===== config.mk =====
export PLATFORM = sky130hd
export DESIGN_NAME = soc_evt_arbiter
export DESIGN_NICKNAME = d
export VERILOG_FILES = /design/src/rtl/soc_evt_arbiter.sv
export SDC_FILE = /design/constraint.sdc
export NUM_CORES = 1
export LEC_CHECK = 0
export CAP_MARGIN = 20
export CORE_UTILIZATION = 45
export DETAILED_ROUTE_END_ITERATION = 10
export PLACE_DENSITY = 0.77
export SYNTH_ARGS = -nofsm -noshare
export SYNTH_HDL_FRONTEND = slang
export SYNTH_SLANG_ARGS = --single-unit

===== constraint.sdc =====
create_clock -name clk_i -period 7.55 [get_ports clk_i]
set_input_delay 1.1325 -clock clk_i [delete_from_list [all_inputs] [get_ports clk_i]]
set_output_delay 1.1325 -clock clk_i [all_outputs]
set_load 0.05 [all_outputs]

===== src/rtl/soc_evt_arbiter.sv =====
// rtl/soc_evt_arbiter.sv - round-robin arbiter of SoC peripheral event pulses into one event-ID stream
// Optional overflow counter: define SOC_EVT_ARB_OVF_CNT_EN; otherwise overflow_cnt_o is tied to 0.
module soc_evt_arbiter #(
  parameter int NB_SRC     = 32,
  parameter int EVNT_WIDTH = 8,
  parameter int ID_BASE    = 0
) (
  input  logic                  clk_i,
  input  logic                  rst_i,
  input  logic [NB_SRC-1:0]     evt_pulse_i,
  input  logic [NB_SRC-1:0]     src_mask_i,
  output logic                  evt_valid_o,
  input  logic                  evt_ready_i,
  output logic [EVNT_WIDTH-1:0] evt_data_o,
  output logic [NB_SRC-1:0]     pending_o,
  output logic                  overflow_o,
  output logic [15:0]           overflow_cnt_o
);

  localparam int                    PTR_W  = (NB_SRC > 1) ? $clog2(NB_SRC) : 1;
  localparam logic [PTR_W:0]        NB_W   = (PTR_W+1)'(NB_SRC);
  localparam logic [EVNT_WIDTH-1:0] BASE_W = EVNT_WIDTH'(ID_BASE);

  if ((64'(ID_BASE) + 64'(NB_SRC)) > (64'(1) << EVNT_WIDTH)) begin : g_id_range_chk
    $error("soc_evt_arbiter: ID_BASE+NB_SRC exceeds 2**EVNT_WIDTH");
  end

  logic [NB_SRC-1:0]     r_pend;
  logic                  r_valid;
  logic [EVNT_WIDTH-1:0] r_data;
  logic [PTR_W-1:0]      r_ptr;
  logic                  r_ovf;

  logic [NB_SRC-1:0]     w_set;
  logic [NB_SRC-1:0]     w_clr;
  logic [NB_SRC-1:0]     w_lost;
  logic [NB_SRC-1:0]     w_pend_nxt;
  logic                  w_load;
  logic                  w_found;
  logic [PTR_W-1:0]      w_win;
  logic [PTR_W:0]        w_idx;
  logic [PTR_W-1:0]      w_ptr_nxt;

  assign w_set  = evt_pulse_i & src_mask_i;
  assign w_load = ~r_valid | evt_ready_i;

  // Scan from the farthest offset down so the nearest pending index at/after r_ptr wins last.
  always_comb begin
    w_found = 1'b0;
    w_win   = '0;
    w_idx   = '0;
    for (int i = NB_SRC - 1; i >= 0; i--) begin
      w_idx = {1'b0, r_ptr} + (PTR_W+1)'(i);
      if (w_idx >= NB_W) begin
        w_idx = w_idx - NB_W;
      end
      if (r_pend[w_idx[PTR_W-1:0]]) begin
        w_found = 1'b1;
        w_win   = w_idx[PTR_W-1:0];
      end
    end
  end

  always_comb begin
    w_clr = '0;
    if (w_load && w_found) begin
      w_clr[w_win] = 1'b1;
    end
  end

  assign w_ptr_nxt  = ({1'b0, w_win} == (NB_W - 1'b1)) ? '0 : (w_win + 1'b1);
  assign w_lost     = w_set & r_pend & ~w_clr;
  assign w_pend_nxt = (r_pend & ~w_clr) | w_set;

  always_ff @(posedge clk_i) begin
    if (rst_i) begin
      r_pend  <= '0;
      r_valid <= 1'b0;
      r_data  <= '0;
      r_ptr   <= '0;
      r_ovf   <= 1'b0;
    end else begin
      r_pend <= w_pend_nxt;
      r_ovf  <= |w_lost;
      if (w_load) begin
        if (w_found) begin
          r_valid <= 1'b1;
          r_data  <= BASE_W + EVNT_WIDTH'(w_win);
          r_ptr   <= w_ptr_nxt;
        end else begin
          r_valid <= 1'b0;
        end
      end
    end
  end

`ifdef SOC_EVT_ARB_OVF_CNT_EN
  logic [15:0] r_cnt;
  logic [15:0] w_nlost;
  logic [16:0] w_cnt_sum;

  // Several sources may lose an event in the same cycle; add them all, then saturate.
  always_comb begin
    w_nlost = '0;
    for (int i = 0; i < NB_SRC; i++) begin
      w_nlost = w_nlost + 16'(w_lost[i]);
    end
    w_cnt_sum = {1'b0, r_cnt} + {1'b0, w_nlost};
  end

  always_ff @(posedge clk_i) begin
    if (rst_i) begin
      r_cnt <= '0;
    end else if (w_cnt_sum[16]) begin
      r_cnt <= 16'hFFFF;
    end else begin
      r_cnt <= w_cnt_sum[15:0];
    end
  end

  assign overflow_cnt_o = r_cnt;
`else
  assign overflow_cnt_o = '0;
`endif

  assign evt_valid_o = r_valid;
  assign evt_data_o  = r_data;
  assign pending_o   = r_pend;
  assign overflow_o  = r_ovf;

endmodule


==> results.txt, run 1 <==
run status -> complete, but fails checks
violated checks -> DRC
Starting Density -> 0.4646
Max Slew Vio Count -> 0
Synth warnings -> 0
largest net degree at the start of global routing -> 55
worst min path class -> reg2reg
share of layout cells above drive strength 1 -> 0.1565
Final Hold Viols -> 0
vias in the first global route -> 9202
Fmax -> 149.0 MHz
hold buffer count at cts -> 0
GRT overflow -> 0
Max Buffers Root-to-Sink -> 2
setup TNS -> 0 ns
register area share after synthesis -> 0.1041
Tmin final -> 6.709 ns
Max Cap Violations -> 0
required time of the critical path -> 7.70 ns
later-pin clock latency in the skew report -> 0.29 ns
Post-DRT Antenna Nets -> 0
Post-synth EDFFs -> 0
diode count -> 0
Sink Count -> 44
clock root buffer -> clkbuf_16
Main synth FF type -> dfxtp_1
Clock Pin Slew Worst Setup and Hold Paths -> 0.06 ns
number of I/O port buffers -> 105
Avg WL per Cell -> 28.76 um
crit end category -> register
DRT Pass-1 Iters -> 9
Synth area leader -> mux4_2
Finished Core Util -> 0.5419
area grow syn2layout -> 16.62%
worst slew pin tran -> 0.9909 ns
post-detail-place hpwl -> 30010 um
CTS tree -> built
core area -> 18210 um^2
RSZ-0062 raised after global routing -> no
Residual DRC -> 2
NumNets Final -> 1196
initial antenna violation count -> 0
Die ar. -> 19350 um^2
CTS Buf Count -> 5
Crit Path Max Fanout -> 54
Via Count -> 9676
Synth Cell Area -> 8461 um^2
vias per cell -> 7.216
ys async rst share -> 0
Reg2Reg Setup Slack -> 0.84 ns
post_cts resized -> 0
initial DRC count -> 1331
H-Tree Depth -> 2
Distinct cells, synth -> 91
synthesized area per cell -> 8.278 um^2
I/O pins -> 125
Post-Syn Instances -> 1022
Total GRT Usage -> 0.3946
row count -> 49
WP data arrival -> 6.86 ns
skew final -> 0.006786 ns
relative slew slack -> 0.3394
final worst-path cycle share -> 0.8887
synth cell count leaders -> 124 x nand2_1, 87 x mux4_2, 71 x a21oi_1
synth top area cells -> mux4_2 23%, dfxtp_1 10%, mux2i_1 5.6%
first-pass GRT wire length -> 57560 um
Die Y -> 139.1 um
filler instances -> 1698
Post-CTS Setup Bufs -> 0
Yosys top cell area share -> 0.2316
WS Path Type -> reg2reg
DRT Wirelength -> 38570 um
top-count cell post-synth -> nand2_1
final setup fails -> 0
CP startpoint kind -> register
Die W -> 139.1 um
#FFs+latches synth -> 44
final RePlAce weighted congestion -> 1.062
## flip-flops by register name (all words and copies together), names as in the netlist
register,count
evt_valid_o,1
evt_data_o,5
overflow_o,1
pending_o,32
r_ptr,5
## worst max-delay path: stages (launching register included)
cell       delay, ns
dfxtp_2         0.32
buf_4           0.34
ha_1            0.43
xnor2_1         0.78
mux4_2          0.63
and2_1          0.20
nor2b_1         0.46
inv_1           0.09
o221ai_1        0.26
a21bo_1         0.15
o2111a_1        0.17
o221ai_1        0.18
a311oi_1        0.29
o41ai_1         0.14
a22oi_1         0.40
ha_1            0.40
nand3_1         0.23
a22o_1          0.25
a2111oi_0       0.34
o211ai_1        0.15
nor4_1          0.19
a41oi_1         0.14
## per-stage QoR
stage	hold WS [ns]	cells	cell area, um^2	setup WS (ns)
floorplan	0.7161	1040	8528	0.8856
global placement	0.4877	1334	9729	1.035
detailed placement	0.4890	1334	9729	0.9767
CTS	0.5111	1341	9867	0.9599
global route	0.5569	1341	9867	0.4406
finish	0.5026	1341	9867	0.8406
## layout make-up
type                    count  area (um^2)  share of cell area
clock buffers               5        125.1             0.01268
clock inverters             2        12.51            0.001268
inverters                  29        108.9             0.01103
multi-input cells         888         7107              0.7203
flip-flops and latches     44        883.3             0.08953
well taps                 229        286.5             0.02904
repair buffers            144         1344              0.1362
## final timing paths
path                                    start       endpoint  depth (start not counted)
worst max-delay path                 r_ptr[1]     overflow_o                         21
worst min-delay path            evt_data_o[2]  evt_data_o[2]                          2
worst max register to register       r_ptr[1]     overflow_o                         21
worst min register to register  evt_data_o[2]  evt_data_o[2]                          2
## cells by family after synthesis
logic type,Yosys count,share of synthesized area
compound gates,306,0.2480
xor+xnor,33,0.03860
flops,44,0.1041
fa+ha+maj,17,0.02514
mux,151,0.3109
buf+inv,108,0.06389
simple gates,362,0.2090
other cells,1,0.0004432
## routing by layer
layer	global-route usage	share of wire	vias to the layer above
met5	0	0	-
li1	-	-	4129
met1	0.4698	0.36	4645
met3	0.07493	0.11	156
met2	0.6571	0.46	746
met4	0.2485	0.071	0
## placed cells by master, fill, tap and decap left out, types with 6 or more instances in the layout
| cell | n |
|---|---|
| mux4_2 | 87 |
| buf_4 | 39 |
| or3_1 | 6 |
| nand2_1 | 124 |
| clkdlybuf4s50_1 | 105 |
| nor2_1 | 60 |
| nand2b_1 | 18 |
| a22oi_1 | 19 |
| nor2b_1 | 16 |
| o2111ai_1 | 8 |
| nand4_1 | 9 |
| o211ai_1 | 13 |
| inv_1 | 25 |
| and2_1 | 19 |
| ha_1 | 17 |
| mux2i_1 | 47 |
| nor3_1 | 12 |
| a21boi_0 | 7 |
| a21oi_1 | 71 |
| o21a_1 | 9 |
| mux2_2 | 14 |
| o22ai_1 | 15 |
| xnor2_1 | 22 |
| xor2_1 | 6 |
| nand3_1 | 57 |
| a211oi_1 | 13 |
| o21ai_1 | 7 |
| and3_1 | 10 |
| a2111oi_0 | 6 |
| dfxtp_1 | 42 |
| o21ai_0 | 56 |
| conb_1 | 19 |
Power of run 1 is left out: the tool's default activity adds up to more than one toggle a clock period on the data nets, which glitch-free logic cannot reach.
==> run 2, diff against run 1 <==
PLACE_DENSITY = 0.68   (was 0.77)
==> results.txt, run 2 (synthesis results as in run 1) <==
largest net degree at the start of global routing -> 45
Crit path largest cell delay -> 0.83 ns
Final Hold Viols -> 0
vias in the first global route -> 9128
Tmin final -> 6.702 ns
row count -> 49
DRT Pass-1 Iters -> 10
worst-path cell chain -> clkinv_1 > ha_1 > mux4_2 > o21ai_0 > a21oi_1 > nor4_2 > a21boi_0 > a21bo_1 > o2111a_1 > o221ai_1 > a311oi_1 > o41ai_1 > a22oi_1 > ha_1 > nand3_1 > a22o_1 > a2111oi_0 > o211ai_1 > nor4_1 > a41oi_1
GRT overflow -> 0
setup TNS -> 0 ns
Residual DRC -> 2
NumNets Final -> 1192
relative slew slack -> 0.2916
diode count -> 0
Total GRT Usage -> 0.3926
violated checks -> DRC
CP max-delay cell -> ha_1
area grow syn2layout -> 16.58%
post_cts resized -> 0
Reg2Reg Depth -> 20
post-detail-place hpwl -> 29740 um
Crit Path Max Fanout -> 17
final setup fails -> 0
Die Y -> 139.1 um
RSZ-0062 raised after global routing -> no
Sink Count -> 44
initial DRC count -> 1186
Max Slew Vio Count -> 0
Fmax -> 149.2 MHz
CP startpoint kind -> register
Max Buffers Root-to-Sink -> 2
clock root buffer -> clkbuf_16
first-pass GRT wire length -> 57260 um
Finished Core Util -> 0.5417
worst slew pin tran -> 1.060 ns
run status -> complete, but fails checks
share of layout cells above drive strength 1 -> 0.1533
Via Count -> 9624
worst hold stages -> 2
Starting Density -> 0.4646
Post-DRT Antenna Nets -> 0
final worst-path cycle share -> 0.8877
crit end category -> register
Die W -> 139.1 um
WS Path Type -> reg2reg
Clock Pin Slew Worst Setup and Hold Paths -> 0.07 ns
Post-CTS Setup Bufs -> 0
final RePlAce weighted congestion -> 1.081
DRT Wirelength -> 38210 um
I/O pins -> 125
vias per cell -> 7.193
later-pin clock latency in the skew report -> 0.29 ns
most frequent CP cell -> ha_1
Max Cap Violations -> 0
WP data arrival -> 6.85 ns
H-Tree Depth -> 2
CTS tree -> built
Die ar. -> 19350 um^2
worst min path class -> reg2reg
most frequent cells in the layout -> 124 x nand2_1, 105 x clkdlybuf4s50_1, 87 x mux4_2
initial antenna violation count -> 0
skew final -> 0.006479 ns
CTS Buf Count -> 5
Avg WL per Cell -> 28.56 um
Largest register FFs -> 32
required time of the critical path -> 7.70 ns
hold buffer count at cts -> 0
most common cell after layout, fill and taps aside -> nand2_1
core area -> 18210 um^2
number of I/O port buffers -> 105
[run 2: cell types whose count changed in the layout (fill, tap and decap cells not counted), sizes merged]
cell / change
bufinv: +1
buf: -4
clkbuf: +1
clkinvlp: -1
[run 2: critical path, delay by kind of cell, from the launching register on]
family,cells,cell delay (ns)
buffers and inverters,1,0.14
AOI/OAI and AO/OA,13,2.89
muxes,1,0.56
adders and majority gates,2,1.23
DFF,1,0.49
and+or+nand+nor,3,1.23
[run 2: per-stage QoR]
step                      hold WS (ns)  instance area (um^2)  setup slack, ns  instances
after floorplan                 0.7161                  8528           0.8856       1040
after global placement          0.4961                  9699            1.083       1330
after detailed placement        0.4938                  9699            1.007       1330
after CTS                       0.5132                  9863           0.9910       1338
after global routing            0.5517                  9863           0.3983       1338
final                           0.5069                  9863           0.8478       1338
[run 2: metal layers]
| layer | wire [um] | GRT usage |
|---|---|---|
| met4 | 3068 | 0.2684 |
| met3 | 3552 | 0.06146 |
| met5 | 0 | 0 |
| met1 | 13970 | 0.4732 |
| met2 | 17620 | 0.6475 |
[run 2: cell type report]
class | count | area [um^2]
Timing Repair Buffer | 140 | 1314
Multi-Input combinational cell | 888 | 7107
Clock inverter | 2 | 35.03
Tap cell | 229 | 286.5
Sequential cell | 44 | 883.3
Inverter | 29 | 108.9
Clock buffer | 6 | 128.9
Fill cell | 1731 | 8346
[run 2: path summary, 6_finish.rpt]
check                              startpoint            end  slack (ns)
worst max register to register       r_ptr[1]     overflow_o        0.85
worst min-delay path            evt_data_o[3]  evt_data_o[3]        0.51
worst max-delay path                 r_ptr[1]     overflow_o        0.85
worst min register to register  evt_data_o[3]  evt_data_o[3]        0.51
Power of run 2 is left out for the same reason.
==> run 3, diff against run 2 <==
ABC_AREA = 1   (was not set)
PLACE_DENSITY = 0.7   (was 0.68)
==> results.txt, run 3 <==
run status -> complete, no violations
hold buffer count at cts -> 0
Clock Pin Slew Worst Setup and Hold Paths -> 0.06 ns
Final Hold Viols -> 0
crit end category -> register
setup TNS -> 0 ns
#FFs+latches synth -> 44
largest net degree at the start of global routing -> 63
worst slew pin tran -> 0.7559 ns
final setup fails -> 0
Post-Syn Instances -> 1243
Post-synth EDFFs -> 0
WP data arrival -> 6.46 ns
later-pin clock latency in the skew report -> 0.29 ns
Placed Area -> 7702 um^2
required time of the critical path -> 7.71 ns
H-Tree Depth -> 2
most frequent cells in the layout -> 413 x nand2_1, 189 x nand3_1, 139 x a21oi_1
share of layout cells above drive strength 1 -> 0.05962
Die W -> 123.8 um
post_cts resized -> 0
CTS Buf Count -> 5
Distinct cells, synth -> 46
CP startpoint kind -> register
RSZ-0062 raised after global routing -> no
vias in the first global route -> 7694
I/O pins -> 125
Avg WL per Cell -> 18.92 um
initial antenna violation count -> 0
Max Buffers Root-to-Sink -> 2
Post-DRT Antenna Nets -> 0
final worst-path cycle share -> 0.8347
Main synth FF type -> dfxtp_1
worst hold stages -> 2
ys async rst share -> 0
synth top area cells -> nand2_1 23%, nand3_1 14%, dfxtp_1 13%
vias per cell -> 5.777
Crit path largest cell delay -> 0.55 ns
Die Y -> 123.8 um
synth cell count leaders -> 413 x nand2_1, 189 x nand3_1, 139 x a21oi_1
most common cell after layout, fill and taps aside -> nand2_1
Tmin final -> 6.302 ns
most frequent CP cell -> nand2_1
Fmax -> 158.7 MHz
NumNets Final -> 1408
skew final -> 0.004263 ns
synthesized area per cell -> 5.373 um^2
Max Slew Vio Count -> 0
Via Count -> 8717
area grow syn2layout -> 17.78%
post-detail-place hpwl -> 22320 um
core area -> 14530 um^2
first-pass GRT wire length -> 43350 um
CTS tree -> built
Max Cap Violations -> 0
Die ar. -> 15330 um^2
Reg2Reg Depth -> 45
row count -> 44
clock root buffer -> clkbuf_16
initial DRC count -> 976
top-count cell post-synth -> nand2_1
relative slew slack -> 0.4954
worst min path class -> reg2reg
Yosys top cell area share -> 0.2321
Total GRT Usage -> 0.3794
Largest register FFs -> 32
Residual DRC -> 0
DRT Wirelength -> 28550 um
number of I/O port buffers -> 105
Finished Cell Area -> 7866 um^2
filler instances -> 1575
Finished Core Util -> 0.5412
GRT overflow -> 0
diode count -> 0
register area share after synthesis -> 0.1319
DRT Pass-1 Iters -> 5
Synth Cell Area -> 6679 um^2
WS Path Type -> reg2reg
Synth area leader -> nand2_1
Sink Count -> 44
CP max-delay cell -> buf_4
Synth warnings -> 0
Starting Density -> 0.4595
final RePlAce weighted congestion -> 1.094
Crit Path Max Fanout -> 62
Post-CTS Setup Bufs -> 0
==> run 3: cell types whose count changed after synthesis, moves of 28 or more <==
cell / change
inv_1: +82
a21oi_1: +68
nand3_1: +132
mux2i_1: -47
mux4_2: -87
nand2_1: +289
clkbuf_1: -28
==> run 3: per-stage QoR <==
step	instances	hold WS, ns	worst slack (ns)
final	1509	0.5193	1.248
after global routing	1509	0.5420	0.7307
after CTS	1509	0.5146	1.438
after detailed placement	1501	0.4815	1.492
after global placement	1501	0.4990	1.548
after floorplan	1261	0.6789	2.426
==> run 3: routing by layer <==
metal	share of wire	vias up	global-route usage
met3	0.091	83	0.06914
li1	-	4246	-
met1	0.39	3880	0.4572
met4	0.055	0	0.1995
met5	0	-	0
met2	0.46	508	0.6385
==> run 3: worst max-delay path: cells and delay by family, from the launching register on <==
family / cells / cell delay (ns)
simple gates: 26 / 2.14
compound gates: 10 / 1.77
buf+inv: 6 / 1.26
fa+ha+maj: 2 / 0.45
flops: 1 / 0.35
xor+xnor: 1 / 0.16
==> run 3: path summary, 6_finish.rpt <==
| kind | startpoint | end | slack [ns] |
|---|---|---|---|
| hold reg to reg | evt_data_o[2] | evt_data_o[2] | 0.52 |
| setup reg to reg | r_ptr[0] | overflow_o | 1.25 |
| hold / removal | evt_data_o[2] | evt_data_o[2] | 0.52 |
| setup / recovery | r_ptr[0] | overflow_o | 1.25 |
==> run 3: cells by family after synthesis <==
| family | share of synthesized area |
|---|---|
| other cells | 0.0005615 |
| flops | 0.1319 |
| xor+xnor | 0.02548 |
| buf+inv | 0.1345 |
| simple gates | 0.4777 |
| compound gates | 0.1980 |
| fa+ha+maj | 0.03185 |
==> run 3: cell type report <==
| type | instances | area, um^2 | share of cell area |
|---|---|---|---|
| sequential | 44 | 882.1 | 0.1121 |
| tap | 184 | 230.2 | 0.02927 |
| multi-input combinational | 1028 | 4967 | 0.6315 |
| inverter | 129 | 489.2 | 0.06219 |
| timing repair buffer | 116 | 1134 | 0.1441 |
| clock inverter | 2 | 35.03 | 0.004454 |
| clock buffer | 6 | 128.9 | 0.01638 |
Power of run 3 is left out for the same reason.
